<file path="src/rtl/multiplier2_pkg.sv">
// Shared types and constants for the multiplier2 shift-and-add multiplier.
package multiplier2_pkg;

    typedef enum logic [1:0] {
        IDLE = 2'd0,
        BUSY = 2'd1,
        DONE = 2'd2
    } state_t;

    localparam int DEFAULT_WIDTH = 8;

    // The iteration counter must be able to hold WIDTH itself, which is why the +1 is there.
    function automatic int cnt_width(input int width);
        return $clog2(width) + 1;
    endfunction

endpackage

</file>
<file path="src/rtl/multiplier2_ctrl.sv">
// Sequencing FSM and iteration counter for multiplier2.
// Optional feature macro: MULTIPLIER2_EARLY_DONE_EN (adds finish_early input and cnt_out output).
//
// state | meaning
// IDLE  | out of reset, Product = 0, ready = 1
// BUSY  | one shift-and-add step per clock
// DONE  | Product holds the last result, ready = 1
module multiplier2_ctrl
    import multiplier2_pkg::*;
#(
    parameter int WIDTH = DEFAULT_WIDTH
) (
    input  logic                        clk,
    input  logic                        rst,
    input  logic                        start,
`ifdef MULTIPLIER2_EARLY_DONE_EN
    input  logic                        finish_early,
    output logic [cnt_width(WIDTH)-1:0] cnt_out,
`endif
    output logic                        load,
    output logic                        step,
    output logic                        ready
);

    localparam int CW = cnt_width(WIDTH);

    state_t        state;
    logic [CW-1:0] cnt;
    logic          last;

    // Capture happens from either idle state; BUSY ignores start entirely.
    assign load = (state != BUSY) && start;
    assign step = (state == BUSY);

`ifdef MULTIPLIER2_EARLY_DONE_EN
    assign cnt_out = cnt;
    assign last    = (cnt == CW'(WIDTH - 1)) || finish_early;
`else
    assign last    = (cnt == CW'(WIDTH - 1));
`endif

    // State, counter and registered ready flag.
    always_ff @(posedge clk or posedge rst) begin
        if (rst) begin
            state <= IDLE;
            cnt   <= '0;
            ready <= 1'b1;
        end else begin
            case (state)
                IDLE, DONE: begin
                    if (start) begin
                        state <= BUSY;
                        cnt   <= '0;
                        ready <= 1'b0;
                    end
                end
                BUSY: begin
                    cnt <= cnt + 1'b1;
                    if (last) begin
                        state <= DONE;
                        ready <= 1'b1;
                    end
                end
                default: begin
                    state <= IDLE;
                    cnt   <= '0;
                    ready <= 1'b1;
                end
            endcase
        end
    end

endmodule

</file>
<file path="src/rtl/multiplier2.sv">
// Sequential unsigned WIDTH x WIDTH shift-and-add multiplier, one partial product per clock.
// Optional feature macro: MULTIPLIER2_EARLY_DONE_EN (finish as soon as the remaining
// multiplier bits are all zero; the product value is unchanged).
module multiplier2
    import multiplier2_pkg::*;
#(
    parameter int WIDTH = DEFAULT_WIDTH
) (
    input  logic               clk,
    input  logic               rst,
    input  logic               start,
    input  logic [WIDTH-1:0]   A,
    input  logic [WIDTH-1:0]   B,
    output logic [2*WIDTH-1:0] Product,
    output logic               ready
);

    localparam int CW = cnt_width(WIDTH);

    logic               load;
    logic               step;
    logic [WIDTH-1:0]   mcand;
    logic [2*WIDTH-1:0] acc;
    logic [WIDTH:0]     sum;
    logic [2*WIDTH-1:0] acc_step;
    logic [2*WIDTH-1:0] acc_next;

`ifdef MULTIPLIER2_EARLY_DONE_EN
    logic               finish_early;
    logic [CW-1:0]      cnt;
    logic [CW-1:0]      rem_cnt;
    logic [WIDTH-1:0]   rem_mask;
`endif

    multiplier2_ctrl #(.WIDTH(WIDTH)) u_ctrl (
        .clk          (clk),
        .rst          (rst),
        .start        (start),
`ifdef MULTIPLIER2_EARLY_DONE_EN
        .finish_early (finish_early),
        .cnt_out      (cnt),
`endif
        .load         (load),
        .step         (step),
        .ready        (ready)
    );

    // One iteration: conditional add into the upper half, then shift {carry, acc} right by one.
    always_comb begin
        sum      = {1'b0, acc[2*WIDTH-1:WIDTH]} + (acc[0] ? {1'b0, mcand} : '0);
        acc_step = {sum, acc[WIDTH-1:1]};
    end

`ifdef MULTIPLIER2_EARLY_DONE_EN
    // After cnt shifts, the unprocessed multiplier bits sit in the low WIDTH-cnt bits of acc.
    // If they are all zero no more adds will happen, so the remaining shifts collapse into one.
    always_comb begin
        rem_cnt      = CW'(WIDTH) - cnt;
        rem_mask     = {WIDTH{1'b1}} >> cnt;
        finish_early = ((acc[WIDTH-1:0] & rem_mask) == '0);
        acc_next     = finish_early ? (acc >> rem_cnt) : acc_step;
    end
`else
    always_comb begin
        acc_next = acc_step;
    end
`endif

    // Datapath registers: operands captured on load, accumulator advanced on each step.
    always_ff @(posedge clk or posedge rst) begin
        if (rst) begin
            mcand <= '0;
            acc   <= '0;
        end else if (load) begin
            mcand <= A;
            acc   <= {{WIDTH{1'b0}}, B};
        end else if (step) begin
            acc   <= acc_next;
        end
    end

    assign Product = acc;

endmodule

</file>
<file path="config.mk">
export PLATFORM = sky130hd
export DESIGN_NAME = multiplier2
export DESIGN_NICKNAME = d
export VERILOG_FILES = /design/src/rtl/multiplier2_pkg.sv /design/src/rtl/multiplier2_ctrl.sv /design/src/rtl/multiplier2.sv
export SDC_FILE = /design/constraint.sdc
export NUM_CORES = 1
export LEC_CHECK = 0
export BUFFER_PORTS_ARGS = -buffer_cell sky130_fd_sc_hd__buf_2
export CORE_MARGIN = 5
export CORE_UTILIZATION = 58
export CTS_CLUSTER_DIAMETER = 120
export DETAILED_ROUTE_END_ITERATION = 7
export GPL_ROUTABILITY_DRIVEN = 0
export PLACE_DENSITY = 0.91
export SLEW_MARGIN = 0
export SYNTH_ARGS = -nofsm -noshare
export SYNTH_HDL_FRONTEND = slang
export SYNTH_SLANG_ARGS = --single-unit
</file>
<file path="constraint.sdc">
create_clock -name clk -period 5 [get_ports clk]
set_input_delay 0.5 -clock clk [delete_from_list [all_inputs] [get_ports clk]]
set_output_delay 0.5 -clock clk [all_outputs]
set_load 0.02 [all_outputs]
</file>
# == After elaboration in Yosys (flattened, before gate mapping) ==
# Cells that the tools add are included.
# op_classes
eq_ne,6
reduce_logical,5
n_mux,11
n_addsub,2
# op_table
op,n
2-to-1 mux 16 bit,2
adder 8 x 8 -> 9 bit,1
2-to-1 mux 8 bit,1
one-hot mux 4 bit (2 select lines),1
adder 4 x 1 -> 4 bit (second input constant),1
== test 4 x 3 -> 1 bit (second input constant),1
2-to-1 mux 2 bit,2
2-to-1 mux 4 bit,1
inequality test 2 x 1 -> 1 bit (second input constant),2
one-hot mux 2 bit (2 select lines),1
== test 2 x 1 -> 1 bit (second input constant),1
== test 2 bit (second input constant),1
zero test 2 bit,1
2-to-1 mux 1 bit,2
inequality test 2 bit (second input constant),1
one-hot mux 1 bit (2 select lines),1
AND reduction 2 bit,1
nonzero test 2 bit,1
OR reduction 2 bit,1
logical AND 1 bit,1
# totals
in_bits,19
output_inout_bits,17
regBits,31
wordCells,29

# == Longest topological paths before layout ==
# Gate-level depths: netlist of the first run.
# logic_depth
depth_word,4
ltp_mapped,7
depth_no_buf,7

# == Cells and area by module ==
# A second synthesis of the first run with hierarchy kept.
# unflattened
hier_cells,160
hier_area_um2,1715.4
# modules_own_cells
mod,instances,area_per_inst_um2,cells_each,seq_area_each_um2
multiplier2,1,1362.6,130,600.6
multiplier2_ctrl,1,352.8,30,176.4

# == Least setup slack after synthesis of the first run ==
# Ideal clock, no wire load.
# synth_timing
path_kind,register to register
from,register acc[0] (netlist: Product[0])
to,register acc[15] (netlist: Product[15])
path_slack_ns,2.963
path_stages_with_launch,8
path_buffers,0
synth_period_minus_slack_ns,2.037
arrival_ns,1.911
setup_time_ns,0.126
t_required_ns,4.874
path_cell_list,dfrtp_1 > and2_1 > ha_1 > fa_1 > a21o_1 > a221oi_2 > o21ai_0 > o311a_1
# synth_via
elab_chain_len,4
# synth_lines
element,line,rtl
"start, declared",multiplier2.sv:23,logic [2*WIDTH-1:0] acc;
"start signal, assigned",multiplier2.sv:76,"acc <= {{WIDTH{1'b0}}, B};"
"start signal, assigned",multiplier2.sv:78,acc <= acc_next;
2-to-1 mux 8 bit,multiplier2.sv:50,"sum = {1'b0, acc[2*WIDTH-1:WIDTH]} + (acc[0] ? {1'b0, mcand} : '0);"
adder 8 x 8 -> 9 bit,multiplier2.sv:50,
2-to-1 mux 16 bit,multiplier2.sv:77,end else if (step) begin
2-to-1 mux 16 bit,multiplier2.sv:74,end else if (load) begin
# No other way between the ends. The select of a mux whose other input is x is not followed.
# A chain may end at the register's enable or synchronous reset.

# == Worst setup path in the final report of the first run ==
# Same ends and word-level chain as after synthesis.

==> results of run 1 <==
==> sequential cells by signal, indices dropped and copies added, names as in the netlist <==
name / cells
Product: 16
mcand: 8
u_ctrl.cnt: 4
u_ctrl.ready: 1
u_ctrl.state: 2
==> worst paths after layout <==
| check | cells after the start | start | endpoint | slack (ns) |
|---|---|---|---|---|
| min in group clk | 2 | A[6] | mcand[6] | 0.39 |
| worst max register to register | 7 | Product[0] | Product[15] | 2.88 |
| worst min register to register | 2 | u_ctrl.ready | u_ctrl.ready | 0.49 |
| worst min-delay path | 2 | rst | Product[6] | 0.13 |
| max in group asynchronous | 3 | rst | mcand[6] | 4.40 |
| worst max-delay path | 7 | Product[0] | Product[15] | 2.88 |
==> cell usage after synthesis, types with 2 or more instances <==
| library cell | n | area [µm²] |
|---|---|---|
| dfrtp_1 | 30 | 751 |
| o21ai_0 | 19 | 95.1 |
| nand2_1 | 16 | 60.1 |
| mux2i_1 | 10 | 100 |
| ha_1 | 9 | 113 |
| mux2_2 | 9 | 101 |
| and2_1 | 8 | 50.1 |
| buf_2 | 6 | 30.0 |
| nor2_1 | 6 | 22.5 |
| a21oi_1 | 5 | 25.0 |
| inv_1 | 5 | 18.8 |
| nand3b_1 | 5 | 37.5 |
| xor2_1 | 4 | 35.0 |
| a21o_1 | 3 | 22.5 |
| xnor2_1 | 3 | 26.3 |
| a22oi_1 | 2 | 15.0 |
==> per-layer routing <==
metal / vias up / GRT usage
met5: - / 0
met4: 0 / 0.0623
met3: 7 / 0.0710
met2: 32 / 0.313
met1: 641 / 0.250
li1: 629 / -
==> power breakdown <==
| part | switching [W] | total, W | internal, W |
|---|---|---|---|
| registers | 0.0000920 | 0.000460 | 0.000368 |
| clock network | 0.0000922 | 0.000210 | 0.000118 |
| logic | 0.000341 | 0.000599 | 0.000258 |
| total | 0.000526 | 0.00127 | 0.000744 |
==> critical path: stages (launching register included) <==
cell,delay (ns)
dfrtp_1,0.47
and2_1,0.17
ha_1,0.20
fa_1,0.40
a21o_1,0.21
a221oi_2,0.29
o21ai_0,0.13
o311a_1,0.15
==> kinds of logic after synthesis <==
logic type                 share of synthesized area
xor gates and xnor gates                      0.0368
DFF                                            0.467
AOI/OAI and AO/OA                              0.138
and+or+nand+nor                                0.128
buffers and inverters                         0.0293
muxes                                          0.121
adders and majority gates                     0.0797
==> stage by stage <==
step	std cells	util	worst slack, ns	power, W
after floorplan	156	-	2.96	0.000900
after detailed placement	217	0.673	2.92	0.00106
after global routing	226	0.714	2.77	0.00138
after CTS	225	0.704	2.90	0.00127
after global placement	217	0.673	2.97	0.00103
final	226	0.714	2.88	0.00127
==> area by class of cell <==
class                   instances  area [µm²]  area share
clock buffers                   6        51.3      0.0260
clock inverters                 2        35.0      0.0178
inverters                       5        18.8     0.00953
multi-input cells             114         838       0.426
flip-flops and latches         31         777       0.395
well taps                      31        38.8      0.0197
repair buffers                 37         210       0.107
==> reports/results.tsv, run 1 <==
metric	value	unit
total CTS buffers	5	
syn_area_per_cell	10.7	µm²
max-cap viol count	0	
Seq/Total Area, Yosys	0.467	
post-synthesis cell count	156	
maximum clock path buffer count	2	
worst path arrival time	2.36	ns
Highest Signal Layer	met4	
Core ar.	0.00276	mm²
Net Count, Synth	185	
Mapped Area	0.00166	mm²
status	completed	
NumNets Final	223	
Setup TNS	0	ns
vias in the first global route	1322	
Post-synth ARST share	1.00	
Finished Cell Area	0.00197	mm²
worst hold margin	0.132	ns
commonest non-fill, non-tap cell in the layout	buf_2	
Static Leak	1.01	nW
initial antenna violation count	0	
wire per inst	15.3	µm
Filler cells	180	
vias after detailed routing	1309	
post-DP HPWL	2.54	mm
Yosys cell types	32	
layout cells sized above 1	0.303	
nature of the critical path endpoint	flop	
DR iter-0 viols	41	
synth-to-layout area growth	18.3	%
Worst slew margin	0.523	
die extent in x	63.6	µm
RSZ-0062 raised after global routing	no	
clock root buffer	clkbuf_4	
hold crit path type	input port to asynchronous set/reset pin	
Synth Flop Type	dfrtp_1	
htree depth	2	
DRC Markers	0	
critical setup path kind	flop to flop	
drt pass-1 iters	4	
met2 WL	1.73	mm
fin crit share	0.423	
antenna viol nets, final	0	
pin count of the biggest net entering global routing	32	
post_cts resized	0	
crit-path max FO	10	
Max IR drop VDD	0.482	mV
gr ovfl total	0	
diode count	0	
final WL	3.46	mm
Port Buffer Count	35	
post-cts hold buffer count	0	
Tot GR Track Use	0.197	
CP required	5.24	ns
Fin Clk Skew	0.0128	ns
post-synthesis register bit count	31	
Worst-path clk slew	0.11	ns
CTS tree	done	
met3 WL	210	µm
Post-synth EDFFs	0	
Worst-Margin Slew	0.716	ns
post-CTS setup buffer count	0	
Starting Density	0.603	
global-route wire length before repair	6.29	mm
Min Clock Period, post-route	2.12	ns
Peak Freq	472	MHz
# setup viols final	0	
PwrDens	645	mW/mm²
I/O pins	36	
vias per cell	5.79	
standard-cell rows	19	
Clock Sinks	31	
Final Hold Violating Endpoints	0	
commonest non-fill, non-tap cells in the layout	35 x buf_2, 30 x dfrtp_1, 19 x o21ai_0	
worst-skew pair later-pin latency	0.35	ns
synth warn	0	
Die ar.	0.00404	mm²
Final Max Tran Viols	0	
met1 wire length	1.47	mm
Die Span Y	63.6	µm
CP startpoint kind	flop	
Post-Place Cell Area	0.00186	mm²
Power figures use the tool's default switching activity.
==> inputs of run 2 (changes only) <==
Settings changed: CORE_UTILIZATION 58 to 48, PLACE_DENSITY 0.91 to 0.82.
Clock period 5 ns to 1.8 ns, I/O delays scaled along.
==> run 2 against run 1 <==
The flow now finishes with violations (setup timing). Routed wire length increased by 1.5%. Die area increased by 17%. Largest power group unchanged. Global-route usage decreased by 2.0 points. Register-to-register slack got worse by 3.0 ns.
==> reports/results.tsv, run 2 (synthesized netlist as in run 1, its figures left out) <==
metric	value	unit	change
status	finished with violations		
failing checks	setup timing		
R2R Path Start	Product[0]		
worst setup margin	-0.116	ns	-3.00 ns
Final Hold Violating Endpoints	0		unchanged
worst r2r dst	Product[15]		
vias per cell	5.27		-9.0%
CP required	2.03	ns	-3.21 ns
NumNets Final	235		+5.4%
Setup TNS	-0.287	ns	-0.287 ns
PwrDens	1760	mW/mm²	+170%
clock root buffer	clkbuf_4		
nature of the critical path endpoint	flop		
antenna viol nets, final	0		unchanged
Switching Share	0.412		-0.00188
Reg2Reg Depth	7		unchanged
Final Max Tran Viols	0		unchanged
commonest non-fill, non-tap cell in the layout	buf_2		
CP startpoint kind	flop		
synth-to-layout area growth	24.9	%	
hold crit path type	input port to flop		
Max IR drop VDD	0.886	mV	+84%
total CTS buffers	5		unchanged
Die Span Y	68.9	µm	+8.4%
Comb pwr share	0.520		+0.048
gr ovfl total	0		unchanged
max-cap viol count	0		unchanged
I/O pins	36		unchanged
max reg flops	16		unchanged
CP peak stage delay	0.43	ns	-0.04 ns
Crit-path slowest cell	dfrtp_2		
worst path arrival time	2.14	ns	-0.22 ns
Worst-Margin Slew	0.423	ns	-0.293 ns
diode count	0		unchanged
worst hold margin	0.0679	ns	-0.0637 ns
Starting Density	0.499		-0.105
sequential power share	0.352		-0.011
CP Capture Point	Product[15]		
standard-cell rows	21		+2
DRC Markers	0		unchanged
worst-skew pair later-pin latency	0.33	ns	-0.02 ns
Min Clock Period, post-route	1.92	ns	-0.201 ns
post-DP HPWL	2.58	mm	+1.5%
die extent in x	68.9	µm	+8.4%
layout cells sized above 1	0.372		+0.0694
vias in the first global route	1294		-2.1%
maximum clock path buffer count	2		unchanged
htree depth	2		unchanged
Port Buffer Count	35		unchanged
Filler cells	295		+64%
Clock Sinks	31		unchanged
Post-Place Cell Area	0.00198	mm²	+6.5%
Static Leak	1.05	nW	+4.3%
Die ar.	0.00474	mm²	+17%
commonest non-fill, non-tap cells in the layout	35 x buf_2, 29 x dfrtp_1, 16 x nand2_1, 16 x o21ai_0, 13 x buf_4		
critical setup path kind	flop to flop		
Peak Freq	522	MHz	+10%
CTS tree	done		
Worst slew margin	0.718		+0.195
# setup viols final	3		+3
Core ar.	0.00334	mm²	+21%
Worst-path clk slew	0.10	ns	about the same
initial antenna violation count	0		unchanged
crit path from	Product[0]		
R2R Setup Slk	-0.12	ns	-3.00 ns
drt pass-1 iters	4		unchanged
Fin Clk Skew	0.00934	ns	-0.00345 ns
fin crit share	1.06		+0.641
P_int	0.00215	W	+190%
DR iter-0 viols	48		+17%
global-route wire length before repair	6.04	mm	-4.1%
RSZ-0062 raised after global routing	yes		
Switch Pwr	0.00150	W	+190%
Tot GR Track Use	0.177		-0.0204
wire per inst	13.9	µm	-9.3%
vias after detailed routing	1333		+1.8%
pin count of the biggest net entering global routing	32		unchanged
clock power share	0.127		-0.039
final WL	3.51	mm	+1.5%
Finished Cell Area	0.00208	mm²	+5.5%
crit-path max FO	4		-6
crit-path cells	and2_4 -> ha_4 -> fa_2 -> a21o_1 -> a221oi_2 -> o21ai_1 -> o311a_1		
-- run 2: cell types whose count changed in the layout (fill, tap and decap cells not counted), sizes merged --
cell / previous run / this run
clkbuf: 6 / 8
bufinv: 1 / 0
buf: 37 / 48
clkinv: 1 / 0
dlygate4sd3: 0 / 1
-- run 2: worst max-delay path, delay by kind of cell (launching register included) --
family | cells | cell delay, ns
simple gates | 1 | 0.15
compound gates | 4 | 0.73
flops | 1 | 0.43
fa+ha+maj | 2 | 0.51
-- run 2: power by group through the flow --
stage / Combinational [W] / Clock [W] / Sequential (W)
5_1_grt: 0.00214 / 0.000519 / 0.00134
4_1_cts: 0.00189 / 0.000479 / 0.00129
3_3_place_gp: 0.00180 / 0 / 0.00129
3_5_place_dp: 0.00186 / 0 / 0.00130
2_1_floorplan: 0.00109 / 0 / 0.00144
6_report: 0.00190 / 0.000464 / 0.00129
-- run 2: layer usage --
metal  global-route usage  vias up  wire, µm
met5                    0        -         0
met4               0.0827        0        78
met3               0.0632        8       124
met2                0.267       22      1800
met1                0.227      652      1510
li1                     -      651         -
-- run 2: cell type report --
class,count,area (µm²),area share
tap,46,57.6,0.0277
multi-input combinational,114,872,0.420
timing repair buffer,49,283,0.136
sequential,31,778,0.374
clock buffer,8,68.8,0.0331
inverter,5,18.8,0.00903
-- run 2: per-stage QoR --
step / util / instances / total power [W] / setup WS (ns)
6_report: 0.623 / 253 / 0.00365 / -0.116
5_1_grt: 0.623 / 253 / 0.00399 / -0.186
4_1_cts: 0.618 / 253 / 0.00366 / -0.117
3_5_place_dp: 0.592 / 243 / 0.00316 / -0.117
3_3_place_gp: 0.592 / 243 / 0.00308 / -0.0554
2_1_floorplan: - / 156 / 0.00253 / -0.108
-- run 2: how the worst min path moves through the flow --
stage / startpoint / to / slack [ns] / cells past startpoint
finish: A[3] / mcand[3] / 0.07 / 2
global route: A[6] / mcand[6] / 0.04 / 2
CTS: A[3] / mcand[3] / 0.06 / 2
detailed placement: rst / u_ctrl.state[0] / 0.28 / 3
global placement: rst / Product[5] / 0.28 / 3
floorplan: rst / Product[10] / 0.28 / 1
-- run 2: repair_timing --
item,CTS,global route
endpoints found under the setup margin,4,6
gates cloned,0,0
hold buffers,1,0
endpoints found under the hold margin,30,0
pin swaps,0,2
resized for setup,1,5
buffers inserted,1,0
